--- src/rtl/div_pkg.sv ---
// Shared definitions for the sequential divider.
//   state_e   : FSM state encoding (IDLE/RUN/DONE)
//   WIDTH_DEF : default operand/result width
package div_pkg;
  localparam int WIDTH_DEF = 32;

  typedef enum logic [1:0] {
    IDLE = 2'd0,
    RUN  = 2'd1,
    DONE = 2'd2
  } state_e;
endpackage

--- src/rtl/div_seq_if.sv ---
// Request/result bundle of the sequential divider.
//   master : drives enable, start, dividend, divisor; sees the results
//   slave  : the divider side
interface div_seq_if
  import div_pkg::*;
#(
  parameter int WIDTH = WIDTH_DEF
);
  logic             enable;
  logic             start;
  logic [WIDTH-1:0] dividend;
  logic [WIDTH-1:0] divisor;
  logic             busy;
  logic             done;
  logic [WIDTH-1:0] quotient;
  logic [WIDTH-1:0] remainder;
  logic             div_by_zero;

  modport master (
    output enable, start, dividend, divisor,
    input  busy, done, quotient, remainder, div_by_zero
  );

  modport slave (
    input  enable, start, dividend, divisor,
    output busy, done, quotient, remainder, div_by_zero
  );
endinterface

--- src/rtl/div_seq_step.sv ---
// One restoring-division iteration, purely combinational.
//   rem_i/quo_i : partial remainder and quotient/dividend shift register
//   dvs_i       : divisor
//   rem_o/quo_o : state after shifting {rem,quo} left and trial-subtracting
module div_step
  import div_pkg::*;
#(
  parameter int WIDTH = WIDTH_DEF
) (
  input  logic [WIDTH-1:0] rem_i,
  input  logic [WIDTH-1:0] quo_i,
  input  logic [WIDTH-1:0] dvs_i,
  output logic [WIDTH-1:0] rem_o,
  output logic [WIDTH-1:0] quo_o
);
  logic [WIDTH:0] rem_sh;
  logic [WIDTH:0] diff;
  logic           borrow;

  // The partial remainder is always below the divisor (or, for a zero
  // divisor, holds only the dividend bits shifted in so far), so the
  // shifted value is < 2*divisor and a WIDTH+1 bit difference is enough:
  // its top bit is set exactly when the subtraction borrows.
  assign rem_sh = {rem_i, quo_i[WIDTH-1]};
  assign diff   = rem_sh - {1'b0, dvs_i};
  assign borrow = diff[WIDTH];

  assign rem_o = borrow ? rem_sh[WIDTH-1:0] : diff[WIDTH-1:0];
  assign quo_o = {quo_i[WIDTH-2:0], ~borrow};
endmodule

--- src/rtl/div_seq.sv ---
// Sequential unsigned restoring divider, one quotient bit per enabled cycle.
//   clk   : rising-edge clock
//   reset : asynchronous, active-low
//   bus   : div_seq_if.slave -- start/enable/operands in,
//           busy/done/quotient/remainder/div_by_zero out
// A start in IDLE or DONE captures the operands; WIDTH enabled cycles later
// the results are loaded into the output registers and done pulses.
// Outputs hold from done until the next accepted start.
module div_seq
  import div_pkg::*;
#(
  parameter int WIDTH = WIDTH_DEF
) (
  input logic        clk,
  input logic        reset,
  div_seq_if.slave   bus
);
  localparam int CW = $clog2(WIDTH + 1);

  state_e           state_q;
  logic [CW-1:0]    cnt_q;
  logic [WIDTH-1:0] rem_q, quo_q, dvs_q;
  logic [WIDTH-1:0] rem_d, quo_d;
  logic             busy_q, done_q, dbz_q;
  logic [WIDTH-1:0] quot_out_q, rem_out_q;

  div_step #(.WIDTH(WIDTH)) u_step (
    .rem_i (rem_q),
    .quo_i (quo_q),
    .dvs_i (dvs_q),
    .rem_o (rem_d),
    .quo_o (quo_d)
  );

  always_ff @(posedge clk or negedge reset) begin
    if (!reset) begin
      state_q    <= IDLE;
      cnt_q      <= '0;
      rem_q      <= '0;
      quo_q      <= '0;
      dvs_q      <= '0;
      busy_q     <= 1'b0;
      done_q     <= 1'b0;
      dbz_q      <= 1'b0;
      quot_out_q <= '0;
      rem_out_q  <= '0;
    end else begin
      case (state_q)
        IDLE, DONE: begin
          done_q <= 1'b0;
          if (bus.start) begin
            state_q <= RUN;
            busy_q  <= 1'b1;
            rem_q   <= '0;
            quo_q   <= bus.dividend;
            dvs_q   <= bus.divisor;
            cnt_q   <= CW'(WIDTH);
            dbz_q   <= 1'b0;
          end else begin
            state_q <= IDLE;
          end
        end
        RUN: begin
          if (bus.enable) begin
            rem_q <= rem_d;
            quo_q <= quo_d;
            cnt_q <= cnt_q - CW'(1);
            // Last iteration: publish the step outputs directly so done
            // and the results appear on the same edge.
            if (cnt_q == CW'(1)) begin
              state_q    <= DONE;
              busy_q     <= 1'b0;
              done_q     <= 1'b1;
              quot_out_q <= quo_d;
              rem_out_q  <= rem_d;
              dbz_q      <= (dvs_q == '0);
            end
          end
        end
        default: begin
          state_q <= IDLE;
          busy_q  <= 1'b0;
          done_q  <= 1'b0;
        end
      endcase
    end
  end

  assign bus.busy        = busy_q;
  assign bus.done        = done_q;
  assign bus.quotient    = quot_out_q;
  assign bus.remainder   = rem_out_q;
  assign bus.div_by_zero = dbz_q;
endmodule

--- src/flat_wrapper.sv ---
// flat-port wrapper written by rule: the top's interface ports become plain ports
module div_seq_flat import div_pkg::*;
#(
  parameter int WIDTH = WIDTH_DEF
)
  (clk, reset, bus_enable, bus_start, bus_dividend, bus_divisor, bus_busy, bus_done, bus_quotient, bus_remainder, bus_div_by_zero);
  div_seq_if #(.WIDTH(WIDTH)) bus_i ();
  input logic clk;
  input logic reset;
  input wire logic [$bits(bus_i.enable)-1:0] bus_enable;
  input wire logic [$bits(bus_i.start)-1:0] bus_start;
  input wire logic [$bits(bus_i.dividend)-1:0] bus_dividend;
  input wire logic [$bits(bus_i.divisor)-1:0] bus_divisor;
  output wire logic [$bits(bus_i.busy)-1:0] bus_busy;
  output wire logic [$bits(bus_i.done)-1:0] bus_done;
  output wire logic [$bits(bus_i.quotient)-1:0] bus_quotient;
  output wire logic [$bits(bus_i.remainder)-1:0] bus_remainder;
  output wire logic [$bits(bus_i.div_by_zero)-1:0] bus_div_by_zero;
  assign bus_i.enable = bus_enable;
  assign bus_i.start = bus_start;
  assign bus_i.dividend = bus_dividend;
  assign bus_i.divisor = bus_divisor;
  assign bus_busy = bus_i.busy;
  assign bus_done = bus_i.done;
  assign bus_quotient = bus_i.quotient;
  assign bus_remainder = bus_i.remainder;
  assign bus_div_by_zero = bus_i.div_by_zero;
  div_seq #(.WIDTH(WIDTH)) u_core (.clk(clk), .reset(reset), .bus(bus_i));
endmodule
--- config.mk ---
export PLATFORM = sky130hd
export DESIGN_NAME = div_seq_flat
export DESIGN_NICKNAME = d
export VERILOG_FILES = /design/src/rtl/div_pkg.sv /design/src/rtl/div_seq_if.sv /design/src/rtl/div_seq_step.sv /design/src/rtl/div_seq.sv /design/src/flat_wrapper.sv
export SDC_FILE = /design/constraint.sdc
export NUM_CORES = 1
export LEC_CHECK = 0
export ABC_AREA = 1
export CORE_MARGIN = 1.5
export CORE_UTILIZATION = 55
export DETAILED_ROUTE_END_ITERATION = 16
export PLACE_DENSITY = 0.89
export SYNTH_ARGS = -nofsm -noshare
export SYNTH_HDL_FRONTEND = slang
export SYNTH_SLANG_ARGS = --single-unit
--- constraint.sdc ---
create_clock -name clk -period 5.6 [get_ports clk]
set_input_delay 0.56 -clock clk [delete_from_list [all_inputs] [get_ports clk]]
set_output_delay 0.56 -clock clk [all_outputs]
set_load 0.05 [all_outputs]
==> reports/summary.txt <==
CTS tree: yes
met2 WL: 13,400 um
starting density of the core: 0.567
syn_area_per_cell: 7.00 um^2
Synth top area share: 0.429
CTS Buf Count: 17
first-pass GRT wire length: 43,700 um
Post-DP HPWL: 19,900 um
Top Metal Used: met4
DR iter-0 viols: 824
Synth area leaders: dfrtp_1, nand2_1, inv_1
1st-pass router iterations: 5
WP data arrival: 3.81 ns
Overflow after GRT: 0
share of cells above drive strength 1: 0.0376
Comb pwr share: 0.540
commonest non-fill, non-tap cell in the layout: nand2_1
placed cell areas: 11,400 um^2
switching share of power: 0.493
fmax: 290 MHz
Pins Over Slew Limit: 0
CTS H-Tree Depth: 4
Design Area, Final: 12,000 um^2
Worst Hold Class: in -> async
largest net degree at the start of global routing: 95
status: complete, no violations
Post-CTS Setup Inserts: 0
sequential cell area fraction in the yosys report: 0.429
clock network power share: 0.178
routed vias/inst: 5.26
CTS root buf: clkbuf_16
synthesized netlist cell count: 1,416
Int Pwr: 3320 uW
#FFs+latches synth: 170
CTS clk-pin slew, worst paths: 0.07 ns
Ys Warns: 0
Max Cap Violations: 0
hold buffer count at cts: 0
Clock Sink Count: 170
most frequent cells in the layout: nand2_1, inv_1, dfrtp_1
Fin. Hold Viols: 0
slew margin rel.: 0.227
worst vdd ir: 0.000475 V
kind of critical path: reg -> reg
vias post-DR: 9,297
Post-Syn Area: 9920 um^2
CTS max path bufs: 2
num rows: 48
Leakage: 0.00649 uW
number of global-route vias before repair: 9,001
Port Buffers: 134
final wirelength: 27,200 um
die span in y: 137 um
Core Region: 17,500 um^2
Die Width: 137 um
met3 wire length: 1380 um
Setup-failing EPs final: 0
worst skew pair latency: 0.43 ns
M1 WL: 11,300 um
Tcrit/Tclk final: 0.616
post-layout util: 0.685
die area: 18,800 um^2
nature of the critical path startpoint: flip-flop
ANT nets after route: 0
nets: 1,632
cts repair resizes: 0
synth unique cells: 34
initial antenna violation count: 0
Layout Skew: 0.00965 ns
Critical Path Fanout Max: 41
worst-margin pin slew: 1.16 ns
pwr dens: 547 nW/um^2
post-synth top area cell: dfrtp_1
Layout area overhead: 20.8%
unrepaired setup endpoints after global routing: false
Syn Nets: 1,519
Post-route DRC: 0
setup tns final: 0 ns
total power: 6550 uW
switching power total: 3230 uW
GRT Util Overall: 0.299
Inserted Diodes: 0
sequential share of power: 0.282
I/O pins: 135
Worst Path Required: 5.96 ns
wire per inst: 15.4 um
crit end category: flip-flop
routability congestion estimate: 0.968
post-route minimum period: 3.45 ns
[synth_stat cells, drive strengths merged]
library cell and count:
nand4 18, nor3 4, o21ai 122, nand2 561
nor2 54, o21bai 1, fa 1, a31oi 1
inv 226, nand3b 23, o211ai 13, a21oi 25
nor4 2, and2 4, a21o 1, nand3 91
ha 34, xnor2 13, o22ai 1, buf 18
clkbuf 31, dfrtp 170, xor2 2
[cells by family after synthesis]
| logic type | share of synthesized area |
|---|---|
| buf+inv | 0.109 |
| compound gates | 0.0868 |
| flops | 0.429 |
| xor+xnor | 0.0132 |
| simple gates | 0.317 |
| fa+ha+maj | 0.0449 |
[power by group through the flow]
stage / Combinational (uW) / Clock (uW) / Sequential, uW
after floorplan: 1990 / 0 / 2340
after global placement: 3400 / 0 / 1850
after detailed placement: 3470 / 0 / 1860
after CTS: 3520 / 1170 / 1850
after global routing: 3900 / 1230 / 1890
final: 3530 / 1160 / 1850
[cell type report]
type	instances	area [um^2]
Clock buffer	18	439
Fill cell	1422	5500
Multi-Input combinational cell	971	4600
Inverter	226	848
Clock inverter	14	145
Timing Repair Buffer	143	1410
Sequential cell	170	4250
Tap cell	225	282
[metrics by stage]
stage / setup WS, ns / hold WS (ns) / std cells
after floorplan: 3.39 / 0.264 / 1416
after global placement: 2.37 / 0.463 / 1735
after detailed placement: 2.25 / 0.469 / 1735
after CTS: 2.31 / 0.0220 / 1767
after global routing: 1.94 / 0.0347 / 1767
final: 2.15 / 0.0184 / 1767
[flip-flops by register name (all words and copies together), names as in the netlist]
register,cells
u_core.dvs_q,32
u_core.cnt_q,6
u_core.bus.div_by_zero,1
u_core.bus.done,1
u_core.quo_q,32
u_core.rem_q,32
u_core.bus.remainder,32
u_core.bus.busy,1
u_core.state_q,1
u_core.bus.quotient,32
[routing by layer]
metal / vias up / global-route usage
li1: 4611 / -
met3: 82 / 0.0537
met1: 4252 / 0.366
met5: - / 0
met2: 352 / 0.515
met4: 0 / 0.134
[final timing paths]
| check | slack (ns) | depth (start not counted) | endpoint | start |
|---|---|---|---|---|
| worst max-delay path | 2.15 | 10 | u_core.rem_q[27] | u_core.state_q[0] |
| worst min-delay path | 0.02 | 1 | u_core.quo_q[19] | reset |
| max in group asynchronous | 4.31 | 2 | u_core.bus.remainder[12] | reset |
| worst max register to register | 2.15 | 10 | u_core.rem_q[27] | u_core.state_q[0] |
| min in group clk | 0.48 | 2 | u_core.bus.quotient[22] | u_core.bus.quotient[22] |
| worst min register to register | 0.48 | 2 | u_core.bus.quotient[22] | u_core.bus.quotient[22] |
[critical path, stage by stage, from the launching register on]
cell and delay [ns]:
dfrtp_1 0.41, inv_1 0.12, nor2_2 0.05, inv_1 0.75
nor2_2 0.03, buf_4 0.29, inv_1 0.14, nand2_2 0.25
inv_1 0.94, nand2_1 0.23, nand2_1 0.15
No activity file was read; power rests on OpenSTA's default activity.
